`config.mk`:
```
export PLATFORM = sky130hd
export DESIGN_NAME = estagio_acesso_memoria
export DESIGN_NICKNAME = d
export VERILOG_FILES = /design/src/rtl/estagio_acesso_memoria.sv
export SDC_FILE = /design/constraint.sdc
export NUM_CORES = 1
export LEC_CHECK = 0
export CAP_MARGIN = 20
export CORE_MARGIN = 1.5
export CORE_UTILIZATION = 44
export DETAILED_ROUTE_END_ITERATION = 8
export PLACE_DENSITY = 0.67
export SYNTH_ARGS = -nofsm -noshare
export SYNTH_HDL_FRONTEND = slang
export SYNTH_SLANG_ARGS = --single-unit
```
`constraint.sdc`:
```
create_clock -name Clock -period 3.83 [get_ports Clock]
set_input_delay 0.766 -clock Clock [delete_from_list [all_inputs] [get_ports Clock]]
set_output_delay 0.766 -clock Clock [all_outputs]
set_load 0.02 [all_outputs]
```
`src/rtl/estagio_acesso_memoria.sv`:
```
// estagio_acesso_memoria: nRisc memory-access stage with FIFO store buffer and port arbitration.
// Define ENCAMINHAMENTO_STORE_EN for store-to-load forwarding; otherwise matching loads wait for drain.
module estagio_acesso_memoria #(
    parameter int LARGURA_DADO = 8,
    parameter int LARGURA_END  = 8,
    parameter int LARGURA_REG  = 2,
    parameter int PROF_BUFFER  = 4
) (
    input  logic                           Clock,
    input  logic                           Reset,
    input  logic                           ReqValido,
    output logic                           ReqPronto,
    input  logic                           ReqEscrita,
    input  logic [LARGURA_END-1:0]         ReqEndereco,
    input  logic [LARGURA_DADO-1:0]        ReqDado,
    input  logic [LARGURA_REG-1:0]         ReqRegDest,
    output logic [LARGURA_END-1:0]         Endereco,
    output logic [LARGURA_DADO-1:0]        DadoEscritoMem,
    output logic                           EscMem,
    output logic                           LerMem,
    input  logic [LARGURA_DADO-1:0]        DadoLidoMem,
    output logic                           RespValido,
    output logic [LARGURA_DADO-1:0]        RespDado,
    output logic [LARGURA_REG-1:0]         RespRegDest,
    output logic [$clog2(PROF_BUFFER):0]   Ocupacao,
    output logic                           BufferVazio
);
    localparam int PW = $clog2(PROF_BUFFER);
    localparam int CW = PW + 1;

    logic [LARGURA_END-1:0]  buf_end  [PROF_BUFFER];
    logic [LARGURA_DADO-1:0] buf_dado [PROF_BUFFER];
    logic [PW-1:0]           cabeca, cauda;
    logic                    cheio, eh_load, load_ok, acerto, drena, le, empurra;
    logic [LARGURA_DADO-1:0] dado_sel;
`ifdef ENCAMINHAMENTO_STORE_EN
    logic [LARGURA_DADO-1:0] dado_fwd;
`endif

    // Ascending scan from head, so the last hit is the youngest matching store.
    always_comb begin
        acerto = 1'b0;
`ifdef ENCAMINHAMENTO_STORE_EN
        dado_fwd = '0;
`endif
        for (int i = 0; i < PROF_BUFFER; i++) begin
            if (CW'(i) < Ocupacao && buf_end[cabeca + PW'(i)] == ReqEndereco) begin
                acerto = 1'b1;
`ifdef ENCAMINHAMENTO_STORE_EN
                dado_fwd = buf_dado[cabeca + PW'(i)];
`endif
            end
        end
    end

`ifdef ENCAMINHAMENTO_STORE_EN
    assign load_ok  = 1'b1;
    assign dado_sel = acerto ? dado_fwd : DadoLidoMem;
`else
    assign load_ok  = ~acerto;
    assign dado_sel = DadoLidoMem;
`endif

    assign BufferVazio = Ocupacao == '0;
    assign cheio       = Ocupacao == CW'(PROF_BUFFER);
    assign eh_load     = ReqValido & ~ReqEscrita;
    assign le          = ~cheio & eh_load & load_ok;
    // A load blocked by a matching entry falls through to draining.
    assign drena       = cheio | (~le & ~BufferVazio);

    assign ReqPronto      = ~Reset & ~cheio & ~(eh_load & ~load_ok);
    assign EscMem         = ~Reset & drena;
    assign LerMem         = ~Reset & le;
    assign Endereco       = EscMem ? buf_end[cabeca] : LerMem ? ReqEndereco : '0;
    assign DadoEscritoMem = EscMem ? buf_dado[cabeca] : '0;
    assign empurra        = ReqPronto & ReqValido & ReqEscrita;

    always_ff @(posedge Clock) begin
        if (empurra) begin
            buf_end[cauda]  <= ReqEndereco;
            buf_dado[cauda] <= ReqDado;
        end
    end

    always_ff @(posedge Clock or posedge Reset) begin
        if (Reset) begin
            cabeca      <= '0;
            cauda       <= '0;
            Ocupacao    <= '0;
            RespValido  <= 1'b0;
            RespDado    <= '0;
            RespRegDest <= '0;
        end else begin
            if (empurra)
                cauda <= cauda + 1'b1;
            if (EscMem)
                cabeca <= cabeca + 1'b1;
            Ocupacao   <= Ocupacao + CW'(empurra) - CW'(EscMem);
            RespValido <= LerMem;
            if (LerMem) begin
                RespDado    <= dado_sel;
                RespRegDest <= ReqRegDest;
            end
        end
    end
endmodule

```
After elaboration in Yosys (flattened, before gate mapping). Memories as Yosys holds them, arrays and structs flattened. Index checks and enable logic that the tools add are counted.

Register bits: 18. RAM bits: 64. Input port bits: 30. Output and inout bits: 34. Word-level logic and storage cells: 56. Memories kept: 2.

Memory list: buf_dado (words 4, width 8, read ports 1, clocked after memory_dff 0, write ports 1, RTL line 32) `logic [LARGURA_DADO-1:0] buf_dado [PROF_BUFFER];`; buf_end (words 4, width 8, read ports 4, clocked after memory_dff 0, write ports 1, RTL line 31) `logic [LARGURA_END-1:0] buf_end [PROF_BUFFER];`.

Add/sub/neg operators: 6. $lt $le $gt $ge: 4. Equality and inequality tests: 5. Multiplexer cells: 9. Bitwise operators: 19. Reductions and logical operators: 5.

Operators with widths (number): equality test 8 bit (4); two-way mux 8 bit (3); bitwise AND 1 bit (11); inverter 1 bit (7); less-than comparator 1 x 3 -> 1 bit (first input constant) (2); less-than comparator 2 x 3 -> 1 bit (first input constant) (2); two-way mux 1 bit (6); adder 2 x 1 -> 2 bit (second input constant) (2); adder 2 bit (second input constant) (2); logical AND 1 bit (4); adder 3 x 1 -> 3 bit (1); equality test 3 bit (second input constant) (1); logical NOT 3 bit (1); subtractor 3 x 1 -> 3 bit (1); OR 1 bit (1).

Logic depth before layout (Yosys ltp). An unclocked memory read counts as a cell.

Word-level depth: 14. Mapped depth: 17.

Worst setup path before layout. Ideal clock, no wire load.

Path type: in2out. Start point: input ReqEndereco[1]. End point: output Endereco[0]. Arrival: 2.702 ns. Data required time: 3.064 ns. Setup slack: 0.362 ns. Stages on the path: 9. Cells stage by stage: clkbuf_1 -> xnor2_1 -> nor3b_1 -> o2111ai_2 -> o21a_2 -> nand2_4 -> nor4_4 -> buf_6 -> a32o_1.

Elaborated cells between the ends (all ways): 21.

RTL lines: from (decl) (RTL line 14) `input logic [LARGURA_END-1:0] ReqEndereco,`; equality test 8 bit (RTL line 47) `if (CW'(i) < Ocupacao && buf_end[cabeca + PW'(i)] == ReqEndereco) begin`; logical AND 1 bit (RTL line 47); two-way mux 1 bit (3 in series) (RTL line 47); two-way mux 1 bit * (RTL line 47); inverter 1 bit * (RTL line 60) `assign load_ok = ~acerto;`; bitwise AND 1 bit * (RTL line 67) `assign le = ~cheio & eh_load & load_ok;`; bitwise AND 1 bit * (RTL line 73) `assign LerMem = ~Reset & le;`; via LerMem (RTL line 20) `output logic LerMem,`; two-way mux 8 bit * (2 in series) (RTL line 74) `assign Endereco = EscMem ? buf_end[cabeca] : LerMem ? ReqEndereco : '0;`; to (decl) (RTL line 17) `output logic [LARGURA_END-1:0] Endereco,`.

The timed path passes the listed nets; every way through them passes the cells marked *.

Final worst setup path.
Start point: register cabeca[1]. End point: output Endereco[3].

Word-level cells in the longest chain between the ends: 14. Elaborated cells between the ends (all ways): 25.

Ends and longest elaborated chain: from (decl) (RTL line 33) `logic [PW-1:0] cabeca, cauda;`; from (signal assigned) (RTL line 97) `cabeca <= cabeca + 1'b1;`; adder 2 x 1 -> 2 bit / memory read (4 x 8 bit) (equally long branches); memory read (4 x 8 bit) *; equality test 8 bit / logical AND 1 bit (equally long branches) (RTL line 47); logical AND 1 bit / two-way mux 1 bit (equally long branches) (RTL line 47); two-way mux 1 bit (3 in series) (RTL line 47); inverter 1 bit (RTL line 60); bitwise AND 1 bit (RTL line 67); inverter 1 bit (RTL line 69) `assign drena = cheio | (~le & ~BufferVazio);`; bitwise AND 1 bit (RTL line 69); OR 1 bit (RTL line 69); bitwise AND 1 bit (RTL line 72) `assign EscMem = ~Reset & drena;`; two-way mux 8 bit * (RTL line 74).

Every way passes the cells marked *; elsewhere a longest branch is shown, timed or not.

==> metrics.cfg <==
[grt]
overflow=0
grt_usage_pct=19.0
grt_pass1_wl_mm=15.7
grt_pass1_vias=2835
antenna_found_initial=0
grt_max_degree=19

[synthesis]
ys_ff_latch=82
synthCells=287
syn-cell-area_sq_um=4480
yosysWarnings=0
post-synth-top-area-cell=edfxtp_1
yosys.cell_count.top_type=edfxtp_1
yosysUniqueCellTypes=41
yosysSeqAreaShare_pct=52.9
synth_edf_count=64
async_flop_share_pct=22.0
synth_area_per_cell_sq_um=15.6
netlist.area_leader.share_pct=42.9
synth.top_cells.by_count=edfxtp_1, mux2i_1, xnor2_1
synth_nets=326
ys.flop_type=edfxtp_1
yosys-top-cells-area=edfxtp_1, dfrtp_1, mux4_2

[clocking]
clockBufferDepth=2
clkSinkCount=82
root_buffer=clkbuf_8
tritoncts=yes
holdBufCountCts=0
clkTransAtPathRegs_ps=90
clock_latency_ps=350
cts_buffers=9
htreeDepth=3

[sta]
worst_slack_ps=-23.4
fin_crit_sh_pct=101
final_hold_viol_count=0
max_freq_mhz=260
worstMarginPinSlew_ps=732
finalClockSkew_ps=10.9
finalMaxSlewViolations=0
setup_viol=8
fin_crit_ps=3850
slew-limit-headroom_pct=51.1
fin_tns_setup_ps=-83.5
rsz0062_at_grt=true

[floorplanning]
num_rows=36
die-area_sq_um=10800
die_h_um=104
fp.coreArea_sq_um=9820
die_w_um=104
initial_core_util_pct=45.7
num_io_pins=64

[critical_path]
critPathMaxFanout=6
regToRegSetupSlack_ps=220
cp-end-kind=output port
worstSetupPathType=flop to output port
cp.required_ps=3060
cp-start-kind=flop
cp.arrival_ps=3090

[outcome]
status=finished with violations
violations=setup timing

[route]
drtIter0Drc=161
drc_errors=0
routed-via-count=2769
drt_pass1_iterations=4
wl_mm=9.86
routedWlPerCell_um=18.5
via_per_inst=5.20
ant_nets=0

[placement]
portBuffers=63
dp.final_hpwl_mm=6.79
routabilityCongestion=0.777

[pwr]
static-leakage-power_nw=2.26
pwr_density_cell_nw_per_um2=679
total_power_mw=4.02
ir_drop_uv=382

[final_layout]
area_growth_pct=32.0
fin_nets=433
n_fill_cell=819
drive_gt1_share_pct=38.3
diodes=0

[flow_run]
maxCapViolCount=0

[hold_path]
min_path_type=flop to flop

==> layout by cell type, fill, tap and decap left out, types with 8 or more instances in the layout <==
cell type,synthesis,final
and3_4,0,8
buf_4,3,46
buf_6,3,15
clkbuf_8,0,9
clkdlybuf4s50_1,0,44
dfrtp_1,18,16
edfxtp_1,64,64
ha_1,8,8
inv_1,12,12
mux2_2,9,9
mux2i_1,28,25
mux4_2,19,25
xnor2_1,27,23
xor2_1,15,15
==> final timing paths <==
kind | start | endpoint | depth (start not counted)
worst max-delay path | cabeca[1] | Endereco[3] | 12
worst min register to register | RespDado[0] | RespDado[0] | 1
min in group asynchronous | Reset | RespDado[2] | 2
worst min-delay path | RespDado[0] | RespDado[0] | 1
max in group asynchronous | Reset | cabeca[0] | 2
worst max register to register | cabeca[1] | Ocupacao[2] | 17
==> per-stage QoR <==
step	util [%]	worst slack, ps	hold slack [ps]	area (sq um)	std cells
5_1_grt	60.3	-127	534	5920	532
3_3_place_gp	56.1	-294	491	5500	506
6_report	60.3	-23.4	512	5920	532
2_1_floorplan	-	362	580	4480	287
4_1_cts	58.1	-28.2	517	5710	525
3_5_place_dp	56.1	-290	496	5500	506
==> worst max-delay path, cell delays in order, from the launching register on <==
cell	delay (ps)
dfrtp_2	400
buf_12	120
buf_6	120
mux4_2	520
xnor2_2	150
nand2_1	90
or4_4	540
o21a_4	150
nand2_4	70
nor4_4	60
buf_4	160
a32o_2	240
buf_6	130
==> sequential cells by signal, summed over array words and instances (netlist names) <==
name and flops:
buf_end 32, RespValido 1, RespDado 8, RespRegDest 2
Ocupacao 3, buf_dado 32, cauda 2, cabeca 2
==> power by group <==
part           switching (mW)  internal [mW]  leakage [nW]  total [mW]
Combinational           0.993           1.15          1.36        2.15
Sequential             0.0869           1.09         0.790        1.18
Clock                   0.326          0.373         0.109       0.699
Total                    1.41           2.62          2.26        4.02
==> area by class of cell <==
class	instances	area [sq um]	share of cell area (%)
flip-flops and latches	82	2370	40.1
multi-input cells	171	2000	33.7
repair buffers	118	1110	18.8
well taps	133	166	2.81
clock buffers	9	124	2.09
clock inverters	7	100	1.69
inverters	12	45.0	0.761
==> kinds of logic after synthesis <==
logic type	count (synthesis)	share of synthesized area (%)
buffers and inverters	34	4.46
muxes	65	22.7
DFF	82	52.9
AOI/OAI and AO/OA	16	3.63
adders and majority gates	9	2.68
xor gates and xnor gates	42	8.20
and+or+nand+nor	39	5.41
==> timing repair <==
item,in CTS,in global routing
gates cloned,0,1
hold endpoints to repair,0,0
pin swaps,3,7
buffers inserted,3,6
endpoints found under the setup margin,19,19
resized for setup,85,47
==> layer usage <==
metal,part of all wire (%),vias up,GRT usage (%),wire [um]
li1,-,1312,-,-
met1,44,1395,25.3,4370
met2,51,54,32.4,5040
met3,3.7,8,3.63,366
met4,0.76,0,4.66,75
met5,0,-,0,0
Power figures use the tool's default switching activity.
